===== src/rtl/mem_port_arb.sv =====
// mem_port_arb
//   Round-robin arbiter and init sequencer in front of the memory controller's
//   logic-side port. NUM_REQ requesters share one write channel and one read
//   channel. One write and one read can be granted per cycle. After reset, or on
//   initStart, the whole memory is first swept with INIT_VALUE.
//
// Ports
//   clockCore, resetCore      : clock, synchronous active-low reset
//   initStart / initBusy      : re-run request / sweep in progress
//   reqVld/reqWr/reqAddr/reqWrData : per-requester request (slice i = requester i)
//   reqGnt                    : per-requester grant, same cycle as the request
//   rspVld / rspData          : read response, one cycle after a read grant
//   ctrlMemWr*/ctrlMemRd*     : write/read channels to the memory controller
//   ctrlMemRdData             : controller read data, one cycle after ctrlMemRd
module mem_port_arb #(
    parameter int                    ADDR_WIDTH = 8,
    parameter int                    DATA_WIDTH = 16,
    parameter int                    NUM_REQ    = 4,
    parameter logic [DATA_WIDTH-1:0] INIT_VALUE = '0
) (
    input  logic                            clockCore,
    input  logic                            resetCore,
    input  logic                            initStart,
    output logic                            initBusy,
    input  logic [NUM_REQ-1:0]              reqVld,
    input  logic [NUM_REQ-1:0]              reqWr,
    input  logic [NUM_REQ*ADDR_WIDTH-1:0]   reqAddr,
    input  logic [NUM_REQ*DATA_WIDTH-1:0]   reqWrData,
    output logic [NUM_REQ-1:0]              reqGnt,
    output logic [NUM_REQ-1:0]              rspVld,
    output logic [DATA_WIDTH-1:0]           rspData,
    output logic                            ctrlMemWr,
    output logic [ADDR_WIDTH-1:0]           ctrlMemWrAddr,
    output logic [DATA_WIDTH-1:0]           ctrlMemWrData,
    output logic                            ctrlMemRd,
    output logic [ADDR_WIDTH-1:0]           ctrlMemRdAddr,
    input  logic [DATA_WIDTH-1:0]           ctrlMemRdData
);

    localparam int PW = (NUM_REQ > 1) ? $clog2(NUM_REQ) : 1;

    typedef enum logic {ST_INIT, ST_RUN} state_t;

    state_t                  state_q, state_d;
    logic [ADDR_WIDTH-1:0]   initCnt_q, initCnt_d;
    logic [PW-1:0]           wrPtr_q, wrPtr_d;
    logic [PW-1:0]           rdPtr_q, rdPtr_d;
    logic [NUM_REQ-1:0]      rspVld_q, rspVld_d;

    logic [NUM_REQ-1:0]      wrCand, rdCand;
    logic [PW-1:0]           wrIdx, rdIdx;
    logic [NUM_REQ-1:0]      wrGnt, rdGnt;
    logic                    memWr, memRd;
    logic [ADDR_WIDTH-1:0]   memWrAddr, memRdAddr;
    logic [DATA_WIDTH-1:0]   memWrData;

    // First candidate at or above ptr, wrapping modulo NUM_REQ.
    function automatic logic [PW-1:0] rr_pick(input logic [NUM_REQ-1:0] cand,
                                              input logic [PW-1:0] ptr);
        logic [PW-1:0] pick;
        logic          found;
        int            idx;
        pick  = '0;
        found = 1'b0;
        for (int k = 0; k < NUM_REQ; k++) begin
            idx = int'(ptr) + k;
            if (idx >= NUM_REQ) idx = idx - NUM_REQ;
            if (!found && cand[idx]) begin
                found = 1'b1;
                pick  = PW'(idx);
            end
        end
        return pick;
    endfunction

    function automatic logic [PW-1:0] ptr_inc(input logic [PW-1:0] p);
        return (p == PW'(NUM_REQ - 1)) ? '0 : p + 1'b1;
    endfunction

    // Write and read candidates are disjoint by access type, so a requester
    // can never hold both grants in the same cycle.
    assign wrCand = reqVld & reqWr;
    assign rdCand = reqVld & ~reqWr;
    assign wrIdx  = rr_pick(wrCand, wrPtr_q);
    assign rdIdx  = rr_pick(rdCand, rdPtr_q);

    always_comb begin
        state_d   = state_q;
        initCnt_d = initCnt_q;
        wrPtr_d   = wrPtr_q;
        rdPtr_d   = rdPtr_q;
        wrGnt     = '0;
        rdGnt     = '0;
        memWr     = 1'b0;
        memWrAddr = '0;
        memWrData = '0;
        memRd     = 1'b0;
        memRdAddr = '0;
        case (state_q)
            ST_INIT: begin
                memWr     = 1'b1;
                memWrAddr = initCnt_q;
                memWrData = INIT_VALUE;
                // Counter wraps back to 0 on the last address.
                initCnt_d = initCnt_q + 1'b1;
                if (&initCnt_q) state_d = ST_RUN;
            end
            default: begin
                if (|wrCand) begin
                    wrGnt[wrIdx] = 1'b1;
                    memWr        = 1'b1;
                    memWrAddr    = reqAddr[wrIdx*ADDR_WIDTH +: ADDR_WIDTH];
                    memWrData    = reqWrData[wrIdx*DATA_WIDTH +: DATA_WIDTH];
                    wrPtr_d      = ptr_inc(wrIdx);
                end
                if (|rdCand) begin
                    rdGnt[rdIdx] = 1'b1;
                    memRd        = 1'b1;
                    memRdAddr    = reqAddr[rdIdx*ADDR_WIDTH +: ADDR_WIDTH];
                    rdPtr_d      = ptr_inc(rdIdx);
                end
                // Grants in this cycle still go out; the sweep starts next edge.
                if (initStart) begin
                    state_d   = ST_INIT;
                    initCnt_d = '0;
                end
            end
        endcase
        rspVld_d = rdGnt;
    end

    always_ff @(posedge clockCore) begin
        if (!resetCore) begin
            state_q   <= ST_INIT;
            initCnt_q <= '0;
            wrPtr_q   <= '0;
            rdPtr_q   <= '0;
            rspVld_q  <= '0;
        end else begin
            state_q   <= state_d;
            initCnt_q <= initCnt_d;
            wrPtr_q   <= wrPtr_d;
            rdPtr_q   <= rdPtr_d;
            rspVld_q  <= rspVld_d;
        end
    end

    // While reset is held every output is forced quiet, initBusy excepted.
    assign initBusy      = ~resetCore | (state_q == ST_INIT);
    assign reqGnt        = resetCore ? (wrGnt | rdGnt) : '0;
    assign rspVld        = resetCore ? rspVld_q : '0;
    assign rspData       = resetCore ? ctrlMemRdData : '0;
    assign ctrlMemWr     = resetCore & memWr;
    assign ctrlMemWrAddr = resetCore ? memWrAddr : '0;
    assign ctrlMemWrData = resetCore ? memWrData : '0;
    assign ctrlMemRd     = resetCore & memRd;
    assign ctrlMemRdAddr = resetCore ? memRdAddr : '0;

endmodule


===== config.mk =====
export PLATFORM = sky130hd
export DESIGN_NAME = mem_port_arb
export DESIGN_NICKNAME = d
export VERILOG_FILES = /design/src/rtl/mem_port_arb.sv
export SDC_FILE = /design/constraint.sdc
export NUM_CORES = 1
export LEC_CHECK = 0
export ABC_AREA = 1
export BUFFER_PORTS_ARGS = -buffer_cell sky130_fd_sc_hd__buf_2
export CAP_MARGIN = 20
export CORE_AREA = 5 5 96 98
export DETAILED_ROUTE_END_ITERATION = 8
export DIE_AREA = 0 0 101 103
export PLACE_DENSITY = 0.67
export SKIP_LAST_GASP = 1
export SLEW_MARGIN = 30
export SYNTH_ARGS = -nofsm -noshare
export SYNTH_HDL_FRONTEND = slang
export SYNTH_SLANG_ARGS = --single-unit

===== constraint.sdc =====
create_clock -name clockCore -period 2.7 [get_ports clockCore]
set_input_delay 0 -clock clockCore [delete_from_list [all_inputs] [get_ports clockCore]]
set_output_delay 0 -clock clockCore [all_outputs]
set_load 0.02 [all_outputs]

==> flow_summary.yaml <==
detailed_routing:
  drt-wirelength-per-cell_um: 13.3
  vias: 4104
  drc: 0
  firstDrtPassIters: 5
  drt_wl_total_mm: 11.2
  post_drt_via_cell_ratio: 4.86
  drtIter0Drc: 196
  ant_nets: 0
clocking:
  worstSkewPairLatency_ns: 0.26
  cts-root-buf: "clkbuf_8"
  clk_path_buf_depth: 2
  tritoncts: "done"
  postCtsHoldBufs: 0
  cts.sinks: 17
  h-tree-depth: 1
  cts.clk_slew.worst_paths_ns: 0.07
  cts_buffers: 3
worst_setup_path:
  start_kind: "register"
  critPathCaptureType: "output port"
  worst-r2r-setup-slack_ns: 0.48
  endpoint: "ctrlMemWrData[2]"
  path_class: "register to output port"
  worstPathArrival_ns: 2.55
  rr_endpoint: "rdPtr_q[1]"
  critical_path_peak_fanout: 13
  crit_required_ns: 2.70
  r2r-start: "rdPtr_q[0]"
  startpoint: "wrPtr_q[0]"
  rr_worst_depth: 11
power_and_ir_drop:
  pwr_density_cell_nw_per_um2: 232
  p_leak_nw: 2.38
  peakVddDrop_mv: 0.147
  power.total_uw: 915
grt:
  grt_overflow: 0
  grt_pass1_wl_mm: 16.7
  grt_max_degree: 30
  grt_pass1_vias: 3719
  grt_usage: 0.194
  antenna_found_initial: 0
logic_synthesis:
  synth-seq-cells: 17
  synthTopCellsByArea: "nand2_1, nand3_1, inv_1, dfxtp_1, nor2_1"
  yosysSeqAreaShare: 0.122
  yosysMostFrequentCell: "nand2_1"
  synth.distinct_cells: 34
  syn_nets: 682
  synthAdderAreaFrac: 0.0134
  syn-cell-area_um2: 2790
  syn_inst: 556
  synth_top_area_share: 0.267
  synth_xor_area_frac: 0.00314
  synth_mux_area_frac: 0.00358
  synth_top_family_by_area: "simple AND/OR/NAND/NOR gates"
  ys_warn_count: 0
  synthSimpleGateAreaFrac: 0.540
  synth_common_cells: "nand2_1, inv_1, nand3_1"
  synthArstFlopShare: 0
  yosys.area.top_type: "nand2_1"
  avgSynthCellArea_um2: 5.02
  synth_ff_type: "dfxtp_1"
  synth_edf_count: 0
  synth_compound_area_frac: 0.138
timing:
  clock_skew_ns: 0.00151
  finalHoldViolCount: 0
  slew_headroom: 0.427
  worst_slack_ns: 0.147
  max_slew.worst_pin.slew_ns: 0.857
  drv_slew: 0
  period_needed_ns: 2.55
  finalCritPeriodShare: 0.945
  max_freq_mhz: 392
  tns_ns: 0
  setup_viol: 0
  hold-worst-slack_ns: 0.139
final_layout:
  antenna_cells: 0
  multi_input_area_um2: 1980
  syn_to_final_growth_pct: 41.2
  drive_gt1_frac: 0.318
  finalNetCount: 863
  num-fill-cells: 893
  post-route-util: 0.470
  ff_latch_area_um2: 347
die:
  rows: 34
  start_util: 0.333
  dieWidth_um: 101
  design.die.area_um2: 10400
  core_um2: 8380
  io_pins: 182
  die_y_um: 103
hold_path:
  hold_class: "input pin to register"
placement:
  dp.final_hpwl_mm: 8.93
  portBuffers: 181
  gp_congestion: 0.960
  dp_slack_ns: 0.236
job:
  maxCapViolCount: 0
run_status:
  status: "completed"
[per-layer routing]
layer  global-route usage  vias to the layer above  wire length, µm
met4               0.0532                        0              260
met3               0.0338                       24             1070
met1                0.250                     1799             4570
met5                    0                        -                0
met2                0.333                      180             5300
li1                     -                     2101                -
[registers in the layout, indices dropped and copies added, names as in the netlist]
signal	flops
initCnt_q	8
rspVld_q	4
rdPtr_q	2
wrPtr_q	2
state_q	1
[layout by cell type (no fill, tap or decap), types with 3 or more instances in the layout]
| cell type | count |
|---|---|
| inv_1 | 92 |
| a21oi_1 | 20 |
| buf_2 | 181 |
| buf_4 | 12 |
| nand2_2 | 8 |
| dfxtp_1 | 14 |
| buf_12 | 3 |
| nand3_2 | 6 |
| nor2_4 | 3 |
| a31oi_1 | 13 |
| inv_4 | 3 |
| nor3_1 | 3 |
| nand3_1 | 72 |
| ha_1 | 3 |
| nand2_1 | 198 |
| nor2_1 | 52 |
| a221oi_1 | 3 |
| o21ai_1 | 3 |
| clkbuf_8 | 3 |
| o21ai_0 | 18 |
[per-stage QoR]
stage,instances,area (µm²)
finish,844,3940
global route,844,3940
CTS,839,3850
detailed placement,833,3770
global placement,833,3770
floorplan,556,2790
[cells by family after synthesis]
family | Yosys count
XOR/XNOR | 1
adder cells (fa/ha/maj) | 3
AO/OA/AOI/OAI | 66
AND/OR/NAND/NOR | 349
buffers and inverters | 119
multiplexers | 1
flip-flops | 17
[cell type report]
| cell class | instances | share of cell area |
|---|---|---|
| inverter | 98 | 0.0952 |
| clock buffer | 3 | 0.0105 |
| clock inverter | 1 | 0.00127 |
| multi-input combinational | 421 | 0.503 |
| sequential | 17 | 0.0879 |
| tap | 108 | 0.0343 |
| timing repair buffer | 196 | 0.268 |
[worst min path at each step]
stage,from,endpoint,depth (start not counted)
floorplan,ctrlMemRdData[0],rspData[0],2
global placement,ctrlMemRdData[15],rspData[15],4
detailed placement,ctrlMemRdData[15],rspData[15],4
CTS,initStart,initCnt_q[2],4
global route,initStart,initCnt_q[2],4
finish,initStart,initCnt_q[1],4
[power breakdown]
part / switching [mW] / total [mW] / leakage [nW] / internal [mW]
combinational: 0.276 / 0.459 / 2.21 / 0.184
sequential: 0.00413 / 0.258 / 0.139 / 0.253
clock: 0.0956 / 0.198 / 0.0255 / 0.103
total: 0.375 / 0.915 / 2.38 / 0.540
[what timing repair did]
item / 4_1_cts / 5_1_grt
resized for setup: 1 / 12
pin swaps: 1 / 4
setup buffers: 2 / 4
endpoints found under the setup margin: 16 / 37
cloned: 0 / 1
[worst max-delay path: stages (launching register included)]
cell and delay (ns):
dfxtp_4 0.40, buf_4 0.16, nand2_1 0.07, nand3_1 0.12
nand2_1 0.09, nor2_2 0.18, nand3_2 0.18, nand3_4 0.21
buf_4 0.22, nor2_1 0.05, nor2_1 0.15, o21ai_0 0.11
a21oi_1 0.15, buf_2 0.19
(Power assumes the default switching activity.)
